### config.mk
export PLATFORM = sky130hd
export DESIGN_NAME = pipeline_ctrl
export DESIGN_NICKNAME = d
export VERILOG_FILES = /design/src/rtl/pipeline_ctrl_pkg.sv /design/src/rtl/pipeline_ctrl_stall_watchdog.sv /design/src/rtl/pipeline_ctrl.sv
export SDC_FILE = /design/constraint.sdc
export NUM_CORES = 1
export LEC_CHECK = 0
export BUFFER_PORTS_ARGS = -buffer_cell sky130_fd_sc_hd__buf_2
export CORE_MARGIN = 1.5
export CORE_UTILIZATION = 30
export DETAILED_ROUTE_END_ITERATION = 7
export SLEW_MARGIN = 20
export SYNTH_ARGS = -nofsm -noshare
export SYNTH_HDL_FRONTEND = slang
export SYNTH_HIERARCHICAL = 1
export SYNTH_SLANG_ARGS = --single-unit
### constraint.sdc
create_clock -name clk -period 2.05 [get_ports clk]
set_clock_uncertainty 0.1 [all_clocks]
set_input_delay 0.41 -clock clk [delete_from_list [all_inputs] [get_ports clk]]
set_output_delay 0.41 -clock clk [all_outputs]
set_load 0.01 [all_outputs]
### src/rtl/pipeline_ctrl_pkg.sv
// Shared definitions for the pipeline controller: stage bit positions,
// stall vector encodings, FSM states and the default exception vector.
package pipeline_ctrl_pkg;

    // Bit position of each pipeline hold in the stall vector
    localparam int STAGE_PC    = 0;
    localparam int STAGE_IFID  = 1;
    localparam int STAGE_IDEX  = 2;
    localparam int STAGE_EXMEM = 3;
    localparam int STAGE_MEMWB = 4;
    localparam int STAGE_WB    = 5;
    localparam int STALL_W     = STAGE_WB + 1;

    localparam logic        Stop     = 1'b1;
    localparam logic        NoStop   = 1'b0;
    localparam logic [31:0] ZeroWord = 32'h0000_0000;

    // Hold every stage from the PC up to and including top_stage; the
    // boundary just above top_stage then inserts a bubble.
    function automatic logic [STALL_W-1:0] stall_upto(input int top_stage);
        logic [STALL_W-1:0] v;
        v = {STALL_W{NoStop}};
        for (int i = STAGE_PC; i < STALL_W; i++) begin
            if (i <= top_stage) v[i] = Stop;
        end
        return v;
    endfunction

    localparam logic [STALL_W-1:0] STALL_NONE = {STALL_W{NoStop}};
    localparam logic [STALL_W-1:0] STALL_ID   = stall_upto(STAGE_IDEX);   // 6'b000111
    localparam logic [STALL_W-1:0] STALL_EX   = stall_upto(STAGE_EXMEM);  // 6'b001111
    localparam logic [STALL_W-1:0] STALL_MEM  = stall_upto(STAGE_MEMWB);  // 6'b011111

    // The IF/ID hold is always part of any non-empty stall vector
    localparam logic STALL_IFID_IN_ID = STALL_ID[STAGE_IFID];

    typedef enum logic {
        ST_RUN   = 1'b0,
        ST_FLUSH = 1'b1
    } state_e;

    localparam logic [31:0] EXC_VECTOR_DEFAULT = 32'h0000_0020;

endpackage

### src/rtl/pipeline_ctrl_stall_watchdog.sv
// Consecutive-stall watchdog: counts back-to-back stalled cycles and raises
// a sticky flag once the run reaches STALL_LIMIT.
module pipeline_ctrl_stall_watchdog #(
    parameter int STALL_LIMIT = 1024
) (
    input  logic clk,
    input  logic rst,
    input  logic stall_active_i,
    input  logic flush_i,
    output logic timeout_o
);

    localparam int CW = $clog2(STALL_LIMIT) + 1;
    localparam logic [CW-1:0] LIMIT = CW'(STALL_LIMIT);

    logic [CW-1:0] cnt_q, cnt_d;
    logic          timeout_q, timeout_d;

    // Next count: restart on any idle or flush cycle, saturate at the limit
    always_comb begin
        cnt_d     = cnt_q;
        timeout_d = timeout_q;
        if (flush_i || !stall_active_i) begin
            cnt_d = '0;
        end else if (cnt_q != LIMIT) begin
            cnt_d = cnt_q + 1'b1;
        end
        if (cnt_d == LIMIT) timeout_d = 1'b1;
    end

    // Counter and sticky flag registers; only reset clears the flag
    always_ff @(posedge clk) begin
        if (rst) begin
            cnt_q     <= '0;
            timeout_q <= 1'b0;
        end else begin
            cnt_q     <= cnt_d;
            timeout_q <= timeout_d;
        end
    end

    assign timeout_o = timeout_q;

endmodule

### src/rtl/pipeline_ctrl.sv
// Pipeline hazard/exception controller: derives the per-stage stall vector,
// sequences a one-cycle flush with PC redirect, and keeps stall statistics.
module pipeline_ctrl
    import pipeline_ctrl_pkg::*;
#(
    parameter int          STALL_LIMIT = 1024,
    parameter logic [31:0] EXC_VECTOR  = EXC_VECTOR_DEFAULT
) (
    input  logic        clk,
    input  logic        rst,
    input  logic        stallreq_id,
    input  logic        stallreq_ex,
    input  logic        stallreq_mem,
    input  logic        exc_req,
    input  logic        exc_is_eret,
    input  logic [31:0] epc_i,
    output logic [5:0]  stall,
    output logic        flush,
    output logic [31:0] new_pc,
    output logic [31:0] stall_cycles,
    output logic        stall_timeout
);

    state_e              state_q, state_d;
    logic [STALL_W-1:0]  stall_vec;
    logic                load_pc;
    logic [31:0]         new_pc_q, new_pc_d;
    logic [31:0]         stall_cycles_q;
    logic                stall_active;

    // State register; reset also aborts a flush in progress
    always_ff @(posedge clk) begin
        if (rst) state_q <= ST_RUN;
        else     state_q <= state_d;
    end

    // Next state and stall vector: deepest requesting stage wins in RUN,
    // nothing is held during FLUSH or while reset is asserted
    always_comb begin
        state_d   = state_q;
        stall_vec = STALL_NONE;
        load_pc   = 1'b0;
        case (state_q)
            ST_RUN: begin
                if (stallreq_mem)     stall_vec = STALL_MEM;
                else if (stallreq_ex) stall_vec = STALL_EX;
                else if (stallreq_id) stall_vec = STALL_ID;
                if (exc_req) begin
                    state_d = ST_FLUSH;
                    load_pc = 1'b1;
                end
            end
            ST_FLUSH: state_d = ST_RUN;
            default:  state_d = ST_RUN;
        endcase
        if (rst) stall_vec = STALL_NONE;
    end

    assign new_pc_d     = exc_is_eret ? epc_i : EXC_VECTOR;
    assign stall_active = (stall_vec != STALL_NONE) && STALL_IFID_IN_ID;

    // Redirect target captured when the exception is accepted, held otherwise
    always_ff @(posedge clk) begin
        if (rst)          new_pc_q <= ZeroWord;
        else if (load_pc) new_pc_q <= new_pc_d;
    end

    // Free-running stalled-cycle counter, wraps naturally at 2^32
    always_ff @(posedge clk) begin
        if (rst)               stall_cycles_q <= ZeroWord;
        else if (stall_active) stall_cycles_q <= stall_cycles_q + 32'd1;
    end

    pipeline_ctrl_stall_watchdog #(
        .STALL_LIMIT (STALL_LIMIT)
    ) u_stall_watchdog (
        .clk            (clk),
        .rst            (rst),
        .stall_active_i (stall_active),
        .flush_i        (flush),
        .timeout_o      (stall_timeout)
    );

    assign stall        = stall_vec;
    assign flush        = (state_q == ST_FLUSH);
    assign new_pc       = new_pc_q;
    assign stall_cycles = stall_cycles_q;

endmodule

; After elaboration in Yosys (flattened, before gate mapping)
; Index checks and enable logic that the tools add are counted.
; Widths: inputs -> output; s select.
[op_classes]
n_addsub = 2
n_eq_ne = 2
mux = 11
bitwise_logic = 1
n_reduce_logical = 3
[ops]
columns = cell, n
row1 = $add 32x1->32 const B, 1
row2 = $mux 32, 1
row3 = $mux 11, 2
row4 = $mux 6, 2
row5 = $add 11x1->11 const B, 1
row6 = $eq 11x11->1 const B, 1
row7 = $ne 11x11->1 const B, 1
row8 = $reduce_bool 6->1, 1
row9 = $mux 5, 1
row10 = $mux 4, 1
row11 = $mux 3, 1
row12 = $mux 1, 2
row13 = $pmux 1 s2, 1
row14 = $logic_not 1->1, 1
row15 = $logic_or 1x1->1, 1
row16 = $not 1->1, 1
[word_totals]
reg_bits = 77
input_bits = 39
out_inout_bits = 72
word_cells = 24

; Logic depth before layout (Yosys ltp)
; Gate-level depths: netlist of the first run.
[depth]
ltp_word = 10
mapped_depth = 8
mapped_depth_nobuf = 7

; Cells and area by module
; Netlist of the first run, hierarchy kept.
[by_module_without_submodules]
columns = mod, n_inst, cells_per_inst, area_per_inst_um2, seq_area_each_um2
row1 = pipeline_ctrl, 1, 298, 2747.6, 1301.2
row2 = pipeline_ctrl_stall_watchdog, 1, 86, 742.0, 240.2

; Worst setup path before layout of the first run
; OpenSTA, ideal clock, no wires.
[synth_timing]
kind = input to register
start = in rst
end = reg stall_cycles_q[29], in the netlist stall_cycles[29]
setup_time_ps = 121
arrival_ps = 1996
t_required_ps = 1829
slack_ps = -167
cell_stages = 7
path_buffers = 3
cell_sequence = buf_6 -> or2_1 -> buf_6 -> or3_4 -> buf_6 -> nor4_1 -> mux2_2
[synth_between]
elab_chain_cells = 2
[synth_lines]
columns = element, line
row1 = "start, declared", pipeline_ctrl.sv:10  ; input logic rst,
row2 = $mux 6, pipeline_ctrl.sv:56  ; if (rst) stall_vec = STALL_NONE;
row3 = $reduce_bool 6->1, pipeline_ctrl.sv:60  ; assign stall_active = (stall_vec != STALL_NONE) && STALL_IFID_IN_ID;
row4 = "end signal, assigned", pipeline_ctrl.sv:70  ; if (rst) stall_cycles_q <= ZeroWord;
row5 = "end signal, assigned", pipeline_ctrl.sv:71  ; else if (stall_active) stall_cycles_q <= stall_cycles_q + 32'd1;
row6 = "end, declared", pipeline_ctrl.sv:28  ; logic [31:0] stall_cycles_q;
; Several ways; a longest one is shown, not always the timed one.
; A chain may end at the register's enable or synchronous reset.

; Worst setup path after layout of the first run
[layout_timing]
start = reg stall_cycles_q[0], in the netlist stall_cycles[0]
end = reg stall_cycles_q[26], in the netlist stall_cycles[26]
[layout_between]
elab_chain_cells = 1
[layout_lines]
columns = element, line
row1 = $add 32x1->32, pipeline_ctrl.sv:71
; Every way passes these cells.

==> results of run 1 <==
[cell usage after synthesis (2+ instances only)]
master	instances	area share [%]
a22o_1	27	6.8
xnor2_1	9	2.3
o21ai_0	10	1.4
mux2_2	12	3.9
nand3_1	16	2.3
inv_1	13	1.4
xor2_1	6	1.5
and2_1	3	0.54
buf_2	4	0.57
nor2b_1	10	1.8
buf_1	2	0.22
o31ai_1	5	1.1
and3_1	5	0.90
nand2_1	19	2.0
nor3b_1	4	0.86
clkbuf_1	12	1.3
a21oi_1	23	3.3
nand4_1	14	2.5
nor2_1	38	4.1
dfxtp_1	77	44
nand2b_1	2	0.36
a31oi_1	2	0.36
buf_6	4	1.3
ha_1	3	1.1
and4_1	2	0.50
or3_1	9	1.6
nor4_1	7	1.3
or4_1	9	1.9
or2_2	3	0.54
buf_4	3	0.65
nor3_1	11	1.6
[where the power goes]
part | switching [µW] | internal, µW
logic | 133 | 123
registers | 23.3 | 1530
clock network | 662 | 958
[kinds of logic after synthesis]
family | count (synthesis) | synth area share (%)
AO/OA/AOI/OAI | 74 | 14.8
XOR/XNOR | 15 | 3.76
adder cells (fa/ha/maj) | 3 | 1.08
buffers and inverters | 38 | 5.41
flip-flops | 77 | 44.2
multiplexers | 13 | 4.16
other | 1 | 0.107
AND/OR/NAND/NOR | 163 | 26.5
[state kept, by name, indices dropped and copies added, names as in the netlist]
signal                      cells
new_pc                         32
flush                           1
u_stall_watchdog/cnt_q         11
stall_cycles                   32
u_stall_watchdog/timeout_o      1
[cell type report]
| class | count | share of cell area, % |
|---|---|---|
| multi-input combinational | 270 | 37.8 |
| sequential | 77 | 31.9 |
| timing repair buffer | 158 | 19.3 |
| clock buffer | 9 | 4.63 |
| tap | 143 | 3.68 |
| clock inverter | 7 | 1.67 |
| inverter | 13 | 1.00 |
[final timing paths]
check | startpoint | to | slack, ns | cells past startpoint
worst max register to register | stall_cycles[0] | stall_cycles[26] | 0.07 | 6
worst min-delay path | epc_i[8] | new_pc[8] | 0.18 | 2
worst max-delay path | stall_cycles[0] | stall_cycles[26] | 0.07 | 6
worst min register to register | new_pc[19] | new_pc[19] | 0.35 | 2
[routing by layer]
metal,share of wire [%],global-route usage (%),up-vias
li1,-,-,1684
met1,47,19.6,1566
met2,47,25.1,106
met3,5.2,3.06,7
met4,0.96,5.13,0
met5,0,0,-
[worst max-delay path: stages (launching register included)]
cell and delay (ns):
dfxtp_1 0.36, ha_2 0.20, nand4bb_1 0.09, or4_1 0.39, buf_4 0.20, nor3_1 0.17
mux2_2 0.35
[what timing repair did]
item / CTS / global route
setup endpoints to repair: 10 / 19
cloned: 0 / 1
hold buffers: 0 / 0
setup buffers: 0 / 1
pin swaps: 0 / 4
resized for setup: 2 / 20
[per-stage QoR]
step,std cells,total power [µW],worst slack [ns],area [µm²],hold WS (ns)
after floorplan,384,1710,-0.0868,3510,0.376
after global placement,659,1830,-0.111,4470,0.340
after detailed placement,659,1840,-0.158,4470,0.342
after CTS,675,3460,-0.0719,4780,0.172
after global routing,677,3570,0.00320,4860,0.171
final,677,3430,0.0664,4860,0.182
==> impl_results.md, run 1 <==
* Total Wirelength at 9330 µm
* Nets at 571
* FILL cells at 1125
* GPL Wtd Cong at 0.834
* Gate Count Post-Synth at 384
* Clock tree buffer depth at 2
* CP required at 2.17 ns
* Initial DRC Count at 152
* First-pass GRT wire length at 15300 µm
* Starting Density at 30.7%
* FF/Latch Area at 1550 µm²
* DR vias at 3363
* Max frequency at 504 MHz
* Total GRT Usage at 15.1%
* Final ANT Viol Nets at 0
* Clock Latency Late Sink at 0.33 ns
* Ant diodes at 0
* Final worst path period share at 96.8%
* Die span in x at 111 µm
* Most frequent cells in the layout: buf_2, dfxtp_1, buf_4, nor2_1, a22o_1
* Vias in the first global route at 3235
* Commonest non-fill, non-tap cell in the layout: buf_2
* Synth cell types at 51
* Clk pin slew, worst setup/hold paths at 0.07 ns
* Post-synth ARST share at 0%
* I/O pin cnt at 111
* TritonCTS buffer count at 9
* Multi-input logic area at 1840 µm²
* HPWL Detailed at 6790 µm
* H-tree depth at 3
* Pwr Density at 705 nW/µm²
* Initial antenna violation count at 0
* CP Launch Type: flip-flop
* Syn nets at 426
* Clock Sinks at 77
* Layout cell share with drive strength beyond 1 at 41.2%
* DR pass1 iterations at 4
* P&R area growth vs syn at 39.4%
* Largest net degree at the start of global routing at 36
* Synthesized flop and latch total at 77
* Max cap viols at 0
* RSZ-0062 raised after global routing: false
* Min Clock Period, post-route at 1.98 ns
* Warnings, synthesis at 6
* Fin util at 42.8%
* Cell Rows at 39
* Register area share after synthesis at 44.2%
* Clk root buf: clkbuf_16
* Min-Delay Path Class: input pin to flip-flop
* Synth Cell Area at 3490 µm²
* Fin. max-slew vios at 0
* CP arrival at 2.10 ns
* Lkg Pwr at 0.00208 µW
* CP Class: flip-flop to flip-flop
* Die height at 111 µm
* Count of final hold-check violations at 0
* CTS tree: done
* Max IR drop VDD at 0.336 mV
* Synth Area per Inst at 9.09 µm²
* Worst setup EP type: flip-flop
* Setup tns final at 0 ns
* # DRC at 0
* Status: complete, no violations
* Grt total ovfl at 0
* PortBufs at 109
* CP max FO at 12
* Post-synth EDFFs at 0
* Die area at 12300 µm²
* Total core area at 11400 µm²
* Main synth FF type: dfxtp_1
* Post-DR vias/cell at 4.97
* Wire length per cell at 13.8 µm
* Final setup vio count at 0
Note: power is estimated with default switching activity, not from simulation.
==> run 2: changes to the inputs <==
--- a/config.mk
+++ b/config.mk
@@ -6,9 +6,13 @@
 export NUM_CORES = 1
 export LEC_CHECK = 0
 export BUFFER_PORTS_ARGS = -buffer_cell sky130_fd_sc_hd__buf_2
+export CELL_PAD_IN_SITES_DETAIL_PLACEMENT = 1
+export CELL_PAD_IN_SITES_GLOBAL_PLACEMENT = 1
 export CORE_MARGIN = 1.5
 export CORE_UTILIZATION = 30
 export DETAILED_ROUTE_END_ITERATION = 7
+export GPL_ROUTABILITY_DRIVEN = 1
+export PLACE_DENSITY_LB_ADDON = 0.1
 export SLEW_MARGIN = 20
 export SYNTH_ARGS = -nofsm -noshare
 export SYNTH_HDL_FRONTEND = slang
==> constraint.sdc (replaced) <==
create_clock -name clk -period 2 [get_ports clk]
set_clock_uncertainty 0.1 [all_clocks]
set_input_delay 0.4 -clock clk [delete_from_list [all_inputs] [get_ports clk]]
set_output_delay 0.4 -clock clk [all_outputs]
set_load 0.01 [all_outputs]
==> run 2 against run 1 <==
Effect of this change: wire length increased by 16%; count of clock-buffer cells in the layout increased by 1; fmax decreased by 0.69%; register-to-register slack got worse by 0.06 ns; via count increased by 1.5%; first-iteration DRC count decreased by 48%; total power decreased by 0.36%; core utilization increased by 0.94 points; highest routed layer is now met5.
==> impl_results.md, run 2 (synthesis results as in run 1) <==
* Status: complete, no violations (unchanged)
* Final ANT Viol Nets at 0 (unchanged)
* Wire length per cell at 15.8 µm (was 13.8 µm)
* CP Launch Type: flip-flop (unchanged)
* Total core area at 11400 µm² (unchanged)
* Initial antenna violation count at 2 (was 0)
* Worst reg2reg setup slack at 0.003 ns (was 0.07 ns)
* WHS Endpoint: new_pc[3] (was new_pc[8])
* RSZ-0062 raised after global routing: true (was false)
* Die area at 12300 µm² (unchanged)
* Nets at 579 (was 571)
* Post-DR vias/cell at 4.98 (was 4.97)
* FILL cells at 1370 (was 1125)
* Vias in the first global route at 3592 (was 3235)
* Max IR drop VDD at 0.451 mV (was 0.336 mV)
* Tot Pwr at 3420 µW (was 3430 µW)
* I/O pin cnt at 111 (unchanged)
* CP max FO at 6 (was 12)
* Starting Density at 30.7% (unchanged)
* Final setup vio count at 0 (unchanged)
* Fin. max-slew vios at 0 (unchanged)
* Clock Sinks at 77 (unchanged)
* Worst hold stages at 2 (unchanged)
* First-pass GRT wire length at 17900 µm (was 15300 µm)
* P&R area growth vs syn at 42.5% (was 39.4%)
* Worst-margin pin slew at 0.627 ns
* HPWL Detailed at 7870 µm (was 6790 µm)
* Largest net degree at the start of global routing at 37 (was 36)
* CP arrival at 2.13 ns (was 2.10 ns)
* R2R Path End: stall_cycles[22] (was stall_cycles[26])
* Initial DRC Count at 79 (was 152)
* Die height at 111 µm (unchanged)
* Commonest non-fill, non-tap cell in the layout: buf_2 (unchanged)
* Layout cell share with drive strength beyond 1 at 45.4% (was 41.2%)
* Hold wc startpoint: epc_i[3] (was epc_i[8])
* Final setup margin at 0.00263 ns (was 0.0664 ns)
* Pwr Density at 687 nW/µm² (was 705 nW/µm²)
* Total Wirelength at 10900 µm (was 9330 µm)
* Clock tree buffer depth at 2 (unchanged)
* Min-Delay Path Class: input pin to flip-flop (unchanged)
* CTS Hold Buffers Added at 0 (unchanged)
* H-tree depth at 3 (unchanged)
* Max cap viols at 0 (unchanged)
* Most frequent cells in the layout: buf_2, dfxtp_1, buf_4, nor2_1, a22o_1 (unchanged)
* Cell Rows at 39 (unchanged)
* Max frequency at 501 MHz (was 504 MHz)
* Min Clock Period, post-route at 2.00 ns (was 1.98 ns)
* Worst setup EP type: flip-flop (unchanged)
* Grt total ovfl at 0 (unchanged)
* Worst r2r path cells at 5 (was 6)
* Final worst path period share at 99.9% (was 96.8%)
* # DRC at 0 (unchanged)
* CP required at 2.13 ns (was 2.17 ns)
* GPL Wtd Cong at 0.754 (was 0.834)
* TritonCTS buffer count at 9 (unchanged)
* PortBufs at 109 (unchanged)
* Clk pin slew, worst setup/hold paths at 0.06 ns (was 0.07 ns)
* CP Class: flip-flop to flip-flop (unchanged)
* DR vias at 3413 (was 3363)
* DR pass1 iterations at 4 (unchanged)
* Lkg Pwr at 0.00216 µW (was 0.00208 µW)
* Clk root buf: clkbuf_16 (unchanged)
* Total GRT Usage at 18.1% (was 15.1%)
* Worst r2r src: stall_cycles[9] (was stall_cycles[0])
* Clock Latency Late Sink at 0.34 ns (was 0.33 ns)
* Count of final hold-check violations at 0 (unchanged)
* Setup tns final at 0 ns (unchanged)
* Pre-CTS setup slack at -0.195 ns (was -0.158 ns)
* Die span in x at 111 µm (unchanged)
* CTS tree: done (unchanged)
* Relative slew slack at 58.1%
run 2: changes by cell type in the layout (fill, tap and decap cells not counted), moves of 2 or more:
cell | before | now
buf_4 | 47 | 55
clkinv_2 | 0 | 2
dfxtp_1 | 69 | 56
dfxtp_2 | 8 | 19
dfxtp_4 | 0 | 2
nor3_1 | 7 | 4
nor3_2 | 5 | 8
nor4_2 | 3 | 1
nor4_4 | 1 | 3
or4_1 | 7 | 5
or4_4 | 2 | 4
run 2: what timing repair did:
item / 4_1_cts / 5_1_grt
gates cloned: 0 / 1
setup buffers: 2 / 2
resized for setup: 15 / 25
setup endpoints to repair: 14 / 19
pin swaps: 5 / 7
run 2: power breakdown:
part           total [µW]  internal [µW]  switching [µW]
clock                1560            883             680
combinational         266            126             140
sequential           1590           1570            21.6
run 2: worst max-delay path, stage by stage, from the launching register on:
cell	delay, ns
dfxtp_4	0.36
nand4_1	0.17
or4_4	0.58
buf_8	0.16
nor3_2	0.16
mux2_2	0.35
run 2: per-layer routing:
layer | up-vias | global-route usage (%) | routed length (µm)
met5 | - | 0 | 10
met3 | 13 | 6.40 | 614
met4 | 2 | 5.81 | 154
met1 | 1621 | 21.8 | 4890
met2 | 82 | 29.9 | 5200
li1 | 1695 | - | -
run 2: area by class of cell:
type                            count  area, µm²  area share, %
Clock inverter                      6       45.0          0.906
Inverter                           13       48.8          0.982
Timing Repair Buffer              167        998           20.1
Sequential cell                    77       1570           31.6
Antenna cell                        1       2.50         0.0503
Tap cell                          143        179           3.60
Clock buffer                       10        239           4.81
Multi-Input combinational cell    269       1890           37.9
run 2: metrics by stage:
stage	util, %	hold WS [ns]	instance area, µm²	std cells
finish	43.7	0.164	4970	686
detailed placement	39.7	0.356	4520	665
CTS	42.9	0.148	4870	683
floorplan	-	0.376	3520	384
global placement	39.7	0.337	4520	665
global route	43.7	0.151	4970	685
run 2: how the worst max path moves through the flow:
| stage | from | to | slack, ns | depth (start not counted) |
|---|---|---|---|---|
| after CTS | stall_cycles[12] | stall_cycles[27] | 0.0005 | 5 |
| after global placement | stallreq_ex | stall_cycles[22] | -0.15 | 7 |
| after floorplan | rst | u_stall_watchdog/timeout_o | -0.13 | 8 |
| final | stall_cycles[9] | stall_cycles[22] | 0.003 | 5 |
| after global routing | stall_cycles[9] | stall_cycles[26] | -0.05 | 5 |
| after detailed placement | rst | new_pc[1] | -0.20 | 4 |
